`config.mk`:
```
export PLATFORM = sky130hd
export DESIGN_NAME = fir_tap_sequencer
export DESIGN_NICKNAME = d
export VERILOG_FILES = /design/src/rtl/fir_tap_sequencer.sv
export SDC_FILE = /design/constraint.sdc
export NUM_CORES = 1
export LEC_CHECK = 0
export BUFFER_PORTS_ARGS = -buffer_cell sky130_fd_sc_hd__buf_4
export CAP_MARGIN = 5
export CORE_ASPECT_RATIO = 1.5
export CORE_MARGIN = 5
export CORE_UTILIZATION = 56
export DETAILED_ROUTE_END_ITERATION = 8
export PLACE_DENSITY = 0.79
export RECOVER_POWER = 50
export SETUP_SLACK_MARGIN = 0.15
export SYNTH_ARGS = -nofsm -noshare
export SYNTH_HDL_FRONTEND = slang
export SYNTH_SLANG_ARGS = --single-unit
export TNS_END_PERCENT = 50
```
`constraint.sdc`:
```
create_clock -name clk -period 2.3 [get_ports clk]
set_input_delay 0 -clock clk [delete_from_list [all_inputs] [get_ports clk]]
set_output_delay 0 -clock clk [all_outputs]
set_load 0.02 [all_outputs]
```
`src/rtl/fir_tap_sequencer.sv`:
```
// Per-sample tap sequencer for the FP16 FIR MAC datapath. It writes each new
// sample into the circular data memory, walks every coefficient/data address
// pair, waits out the MAC pipeline and then flags the result. While the
// coefficient loader owns the memory, the sequencer holds one sample or aborts.
module fir_tap_sequencer #(
  parameter int NTAPS   = 65,
  parameter int CAW     = 7,
  parameter int DAW     = 7,
  parameter int MAC_LAT = 3
) (
  input  logic           clk,
  input  logic           rst_n,
  input  logic           sample_stb,
  input  logic           cload,
  input  logic           ovr_clr,
  output logic           dwr_en,
  output logic [DAW-1:0] dwr_addr,
  output logic [CAW-1:0] crd_addr,
  output logic [DAW-1:0] drd_addr,
  output logic           mac_en,
  output logic           acc_clr,
  output logic           dout_valid,
  output logic           busy,
  output logic           overrun,
  output logic           abort_err
);

  localparam int             DCW      = (MAC_LAT > 1) ? $clog2(MAC_LAT) : 1;
  localparam logic [CAW-1:0] TAP_LAST = CAW'(NTAPS - 1);
  localparam logic [DCW-1:0] DRN_LAST = DCW'(MAC_LAT - 1);

  typedef enum logic [2:0] {S_IDLE, S_WRITE, S_RUN, S_DRAIN, S_DONE} state_t;

  state_t         state_q, state_d;
  logic [DAW-1:0] wptr_q;
  logic [CAW-1:0] tap_q;
  logic [DCW-1:0] dcnt_q;
  logic           pending_q;
  logic [DAW-1:0] wa_q, ra_q;   // last driven write / data-read address
  logic [CAW-1:0] ca_q;         // last driven coefficient address
  logic [DAW-1:0] rd_addr;
  logic           active;       // abortable states; strobes here are lost

  assign active  = (state_q == S_WRITE) || (state_q == S_RUN) || (state_q == S_DRAIN);
  assign rd_addr = wptr_q - DAW'(tap_q);
  assign busy    = (state_q != S_IDLE);

  // Addresses are live in their own state and hold the last value elsewhere.
  assign dwr_addr = (state_q == S_WRITE) ? wptr_q  : wa_q;
  assign crd_addr = (state_q == S_RUN)   ? tap_q   : ca_q;
  assign drd_addr = (state_q == S_RUN)   ? rd_addr : ra_q;

  // State register.
  always_ff @(posedge clk or negedge rst_n) begin
    if (!rst_n) state_q <= S_IDLE;
    else        state_q <= state_d;
  end

  // Next-state and strobe outputs; cload wins over progress in abortable states.
  always_comb begin
    state_d    = state_q;
    dwr_en     = 1'b0;
    mac_en     = 1'b0;
    acc_clr    = 1'b0;
    dout_valid = 1'b0;
    case (state_q)
      S_IDLE: begin
        if ((sample_stb || pending_q) && !cload) state_d = S_WRITE;
      end
      S_WRITE: begin
        dwr_en  = 1'b1;
        state_d = cload ? S_IDLE : S_RUN;
      end
      S_RUN: begin
        mac_en  = 1'b1;
        acc_clr = (tap_q == '0);
        if (cload)                  state_d = S_IDLE;
        else if (tap_q == TAP_LAST) state_d = S_DRAIN;
      end
      S_DRAIN: begin
        if (cload)                   state_d = S_IDLE;
        else if (dcnt_q == DRN_LAST) state_d = S_DONE;
      end
      S_DONE: begin
        dout_valid = 1'b1;
        state_d    = S_IDLE;
      end
      default: state_d = S_IDLE;
    endcase
  end

  // Tap / drain counters, write pointer and held address copies.
  always_ff @(posedge clk or negedge rst_n) begin
    if (!rst_n) begin
      wptr_q <= '0;
      tap_q  <= '0;
      dcnt_q <= '0;
      wa_q   <= '0;
      ca_q   <= '0;
      ra_q   <= '0;
    end else begin
      case (state_q)
        S_WRITE: begin
          tap_q <= '0;
          wa_q  <= wptr_q;
        end
        S_RUN: begin
          tap_q  <= tap_q + CAW'(1);
          ca_q   <= tap_q;
          ra_q   <= rd_addr;
          dcnt_q <= '0;
        end
        S_DRAIN: dcnt_q <= dcnt_q + DCW'(1);
        S_DONE:  wptr_q <= wptr_q + DAW'(1);
        default: ;
      endcase
    end
  end

  // One held sample, plus sticky overrun / abort flags (set beats clear).
  always_ff @(posedge clk or negedge rst_n) begin
    if (!rst_n) begin
      pending_q <= 1'b0;
      overrun   <= 1'b0;
      abort_err <= 1'b0;
    end else begin
      if (sample_stb && (active || ((state_q == S_IDLE) && pending_q))) overrun <= 1'b1;
      else if (ovr_clr)                                                  overrun <= 1'b0;

      if (cload && active) abort_err <= 1'b1;
      else if (ovr_clr)    abort_err <= 1'b0;

      case (state_q)
        S_IDLE: begin
          if (!cload && (sample_stb || pending_q)) pending_q <= 1'b0;
          else if (sample_stb)                     pending_q <= 1'b1;
        end
        S_DONE:  if (sample_stb) pending_q <= 1'b1;
        default: ;
      endcase
    end
  end

endmodule

```
==> flow_summary.json, run 1 <==
{
  "status": "completed",
  "hold_viol": 0,
  "regToRegStartpoint": "state_q[0]",
  "ys_seq_area_share_pct": 51.3,
  "crit_path_end_kind": "primary output",
  "ys_warn_count": 0,
  "wirelength_mm": 4.42,
  "vdd_drop_max_v": 0.000842,
  "antenna_found_initial": 0,
  "wl_per_cell_um": 15.3,
  "syn_inst": 206,
  "dp_hpwl_mm": 3.27,
  "grt_max_degree": 44,
  "leakage_uw": 0.00121,
  "path_max_fanout": 12,
  "clk_root_buffer_cell": "clkbuf_8",
  "rsz0062_at_grt": "true",
  "grt_pass1_wl_mm": 7.84,
  "crit_arrival_ps": 2110,
  "io_buffers": 32,
  "first_iter_violations": 78,
  "required_ps": 2300,
  "grt_usage_pct": 20.1,
  "rows": 27,
  "fin_crit_sh_pct": 91.6,
  "finalWeightedCongestion": 0.830,
  "crit_buf_inv": 2,
  "setup_ws_ps": 194,
  "tightestPinTransition_ps": 1120,
  "worstSetupPathType": "flop to primary output",
  "drtPass1Iterations": 4,
  "path_cells": "clkbuf_1, nor3_1, buf_4",
  "report.final.slew_viol_count": 0,
  "cts_tree": "done",
  "p_per_area_mw_per_mm2": 1020,
  "netlist_area_mm2": 0.00210,
  "maxCapViolations": 0,
  "synth.distinct_cells": 40,
  "crit_slowest_cell": "nor3_1",
  "hold_ws_ps": 11.4,
  "clock_latency_ps": 290,
  "avgSynthCellArea_um2": 10.2,
  "synth_ff_type": "dfrtp_1",
  "die_x_um": 60.0,
  "vias_per_cell": 5.61,
  "layoutNonFillerInstCount": 288,
  "skew_ps": 4.80,
  "ys_ff_latch": 43,
  "setup_viol": 0,
  "antenna_left": 0,
  "synth_edf_count": 0,
  "power.total_uw": 2540,
  "clk_pin_slew_ps": 70,
  "setup-tns-final_ps": 0,
  "clock_sinks": 43,
  "hp-class": "input port to flop",
  "pin_count": 33,
  "period_needed_ps": 2110,
  "core_mm2": 0.00365,
  "nNetsFinal": 262,
  "pre_cts_ws_ps": 262,
  "max_freq_mhz": 475,
  "synth_area_leaders": "dfrtp_1 (51%), ha_1 (6.0%), nand2_1 (5.4%)",
  "max_stage_delay_ps": 910,
  "crit_path_start_kind": "flop",
  "cts_buffers": 5,
  "vias": 1617,
  "hp-start": "cload",
  "synth_fp_nets": 222,
  "overflow": 0,
  "yosys.area.top_type": "dfrtp_1",
  "num_antenna_cells": 0,
  "start_util_pct": 57.5,
  "async_flop_share_pct": 100,
  "drive_above_1_share_pct": 23.3,
  "clockBufferDepth": 2,
  "htreeDepth": 2,
  "startpoint": "state_q[0]",
  "die_area_mm2": 0.00509,
  "dp.cells": 277,
  "syn2layout_area_growth_pct": 19.5,
  "die_h_um": 84.9,
  "grt_pass1_vias": 1701,
  "slew-limit-headroom_pct": 24.7,
  "crit_family": "simple AND/OR/NAND/NOR gates",
  "synth_top_area_share_pct": 51.3,
  "drc_errors": 0
}
## cell type report
type	count	area, um^2
clock buffer	6	72.6
sequential	43	1080
multi-input combinational	140	945
fill	300	1140
tap	43	53.8
inverter	15	56.3
timing repair buffer	41	299
## cells by family after synthesis
group                    after synthesis  share of synthesized area, %
adder cells (fa/ha/maj)               11                          6.92
XOR/XNOR                              11                          4.59
buffers and inverters                 23                          4.53
AND/OR/NAND/NOR                       69                          16.0
multiplexers                           8                          4.30
flip-flops                            43                          51.3
AO/OA/AOI/OAI                         41                          12.3
## final timing paths
check	endpoint	slack, ps	cells past startpoint
setup reg to reg	wptr_q[5]	200	4
hold reg to reg	ra_q[4]	480	2
setup / recovery	dout_valid	190	3
min in group asynchronous	overrun	410	2
hold / removal	pending_q	10	3
max in group asynchronous	wptr_q[1]	1190	2
## cell usage after synthesis, types with 3 or more instances
cell      number
dfrtp_1       43
nand2_1       30
o21ai_0       20
inv_1         14
ha_1          10
nor2_1         9
xnor2_1        9
mux2_2         7
nand3_1        7
nand4_1        7
clkbuf_1       6
a211o_1        3
a21oi_1        3
and3_1         3
nor3_1         3
## power breakdown
part / total (uW) / internal, uW / switching, uW / leakage [uW]
Clock: 432 / 202 / 229 / 0.0000371
Sequential: 978 / 902 / 75.5 / 0.000577
Combinational: 1140 / 462 / 673 / 0.000597
Total: 2540 / 1570 / 978 / 0.00121
## repair_timing
item	4_1_cts	5_1_grt
endpoints found under the hold margin	45	0
hold buffers	2	0
gates resized for setup	6	4
setup endpoints to repair	2	4
pin swaps	2	1
setup buffers	3	0
## sequential cells by signal, indices dropped and copies added, names as in the netlist
register	flops
abort_err	1
ca_q	7
dcnt_q	2
overrun	1
pending_q	1
ra_q	7
state_q	3
tap_q	7
wa_q	7
wptr_q	7
## layer usage
layer	part of all wire (%)	routed length [um]	track usage, %	vias to the layer above
met5	0	0	0	-
met4	3.2	140	9.07	0
li1	-	-	-	793
met1	41	1800	24.4	776
met3	3.5	155	4.72	14
met2	53	2330	33.0	34
## cell usage in the layout, fill, tap and decap left out, types with 2 or more instances in the layout
| cell | netlist | routed |
|---|---|---|
| nor2_1 | 9 | 9 |
| clkbuf_1 | 6 | 5 |
| a311oi_1 | 2 | 2 |
| nor3b_1 | 2 | 2 |
| nor3_1 | 3 | 4 |
| nand3_1 | 7 | 7 |
| a21oi_1 | 3 | 3 |
| o21ai_0 | 20 | 20 |
| ha_1 | 10 | 8 |
| dfrtp_2 | 0 | 3 |
| or3b_1 | 1 | 2 |
| dlygate4sd3_1 | 0 | 2 |
| nand4_1 | 7 | 7 |
| nand2_1 | 30 | 30 |
| xor2_1 | 2 | 2 |
| and3_1 | 3 | 3 |
| dfrtp_1 | 43 | 40 |
| o21a_1 | 2 | 2 |
| ha_2 | 0 | 2 |
| a31oi_1 | 2 | 2 |
| inv_1 | 14 | 14 |
| buf_4 | 0 | 33 |
| xnor2_1 | 9 | 9 |
| clkbuf_8 | 0 | 5 |
| mux2_1 | 1 | 2 |
| mux2_2 | 7 | 6 |
| a211o_1 | 3 | 3 |
## per-stage QoR
stage	utilization (%)	cell area, um^2
final	68.7	2510
after global routing	68.7	2510
after CTS	69.2	2520
after detailed placement	65.4	2390
after global placement	65.4	2390
after floorplan	-	2100
## tightest hold or removal path, stage by stage
cell     delay [ps]
buf_4           120
inv_1            70
a31oi_1          80
Note: power is estimated with default switching activity, not from simulation.
==> run 2: changes to the inputs <==
--- a/config.mk
+++ b/config.mk
@@ -10,6 +10,7 @@
 export CORE_ASPECT_RATIO = 1.5
 export CORE_MARGIN = 5
 export CORE_UTILIZATION = 56
+export CTS_BUF_LIST = sky130_fd_sc_hd__clkbuf_4 sky130_fd_sc_hd__clkbuf_8 sky130_fd_sc_hd__clkbuf_16
 export DETAILED_ROUTE_END_ITERATION = 8
 export PLACE_DENSITY = 0.79
 export RECOVER_POWER = 50
==> flow_summary.json, run 2 (synthesis results as in run 1) <==
{
  "die_area_mm2": 0.00509,
  "status": "completed",
  "nNetsFinal": 262,
  "skew_ps": 4.35,
  "grt_pass1_vias": 1705,
  "path_max_fanout": 12,
  "hold_viol": 0,
  "clockBufferDepth": 2,
  "pin_count": 33,
  "crit_path_end_kind": "primary output",
  "setup_viol": 0,
  "dp_hpwl_mm": 3.27,
  "final_cell_mix": "dfrtp_1 (40), buf_4 (32), nand2_1 (30)",
  "rows": 27,
  "hp-class": "input port to flop",
  "cts_tree": "done",
  "antenna_left": 0,
  "vdd_drop_max_v": 0.000963,
  "grt_pass1_wl_mm": 7.84,
  "vias_per_cell": 5.57,
  "overflow": 0,
  "grt_max_degree": 44,
  "power.total_uw": 2550,
  "met1_length_mm": 1.81,
  "drtPass1Iterations": 4,
  "clock_sinks": 43,
  "rsz0062_at_grt": "true",
  "max_freq_mhz": 472,
  "finalWeightedCongestion": 0.830,
  "die_x_um": 60.0,
  "utilization_pct": 68.7,
  "p_per_area_mw_per_mm2": 1020,
  "start_util_pct": 57.5,
  "fin_crit_sh_pct": 92.1,
  "leakage_uw": 0.00121,
  "die_h_um": 84.9,
  "cts_buffers": 5,
  "tightestPinTransition_ps": 1130,
  "grt_usage_pct": 20.1,
  "whs_path_depth": 3,
  "crit_arrival_ps": 2120,
  "crit_path_start_kind": "flop",
  "core_mm2": 0.00365,
  "clock_latency_ps": 300,
  "wl_met2_mm": 2.31,
  "setup-tns-final_ps": 0,
  "drc_errors": 0,
  "htreeDepth": 2,
  "maxCapViolations": 0,
  "clk_root_buffer_cell": "clkbuf_8",
  "wl_per_cell_um": 15.2,
  "rr_worst_depth": 4,
  "num_antenna_cells": 0,
  "vias": 1605,
  "required_ps": 2300,
  "wirelength_mm": 4.38,
  "first_iter_violations": 73,
  "report.final.slew_viol_count": 0,
  "route.top_layer_used": "met4",
  "syn2layout_area_growth_pct": 19.5,
  "drive_above_1_share_pct": 23.3,
  "dr_wl_met3_um": 153,
  "slew-limit-headroom_pct": 23.8,
  "mostFrequentLayoutCell": "dfrtp_1",
  "antenna_found_initial": 0,
  "r2r_setup_slack_ps": 190,
  "period_needed_ps": 2120,
  "io_buffers": 32,
  "clk_pin_slew_ps": 70,
  "worstSetupPathType": "flop to primary output"
}
==> run 2: cell types whose count changed in the layout (fill, tap and decap cells not counted), sizes merged <==
cell / before / now
buf: 34 / 33
clkbuf: 11 / 12
==> run 2: final timing paths <==
check                            from         end
setup / recovery           state_q[0]  dout_valid
hold / removal                  cload   pending_q
setup reg to reg           state_q[0]   wptr_q[5]
hold reg to reg               ra_q[4]     ra_q[4]
max in group asynchronous       rst_n   wptr_q[1]
min in group asynchronous       rst_n     overrun
==> run 2: through the flow <==
step	instances	instance area [um^2]	hold slack (ps)	setup slack, ps
after floorplan	206	2100	-296	310
after global placement	277	2390	22.1	313
after global routing	288	2510	14.6	80.5
final	288	2510	10.3	182
after CTS	288	2530	4.25	160
after detailed placement	277	2390	15.5	262
==> run 2: what timing repair did <==
item,4_1_cts,5_1_grt
pin swaps,2,1
gates resized for setup,6,4
setup endpoints to repair,2,4
hold buffers,2,0
buffers inserted,3,0
endpoints found under the hold margin,45,0
==> run 2: layout make-up <==
type                            count  area [um^2]
Clock buffer                        6         76.3
Timing Repair Buffer               41          295
Multi-Input combinational cell    140          945
Tap cell                           43         53.8
Sequential cell                    43         1080
Inverter                           15         56.3
Fill cell                         302         1140
==> run 2: metal layers <==
| layer | vias up | track usage (%) |
|---|---|---|
| met2 | 31 | 33.3 |
| met4 | 0 | 8.27 |
| li1 | 793 | - |
| met5 | - | 0 |
| met3 | 10 | 5.18 |
| met1 | 771 | 24.3 |
==> run 2: critical path: stages, from the launching register on <==
cell and delay [ps]:
dfrtp_1 380, clkbuf_1 230, nor3_1 920, buf_4 290
==> run 2: power breakdown <==
group | leakage [uW] | total [uW] | switching, uW | internal (uW)
registers | 0.000577 | 976 | 74.1 | 902
clock network | 0.0000406 | 444 | 230 | 214
logic | 0.000593 | 1130 | 674 | 456
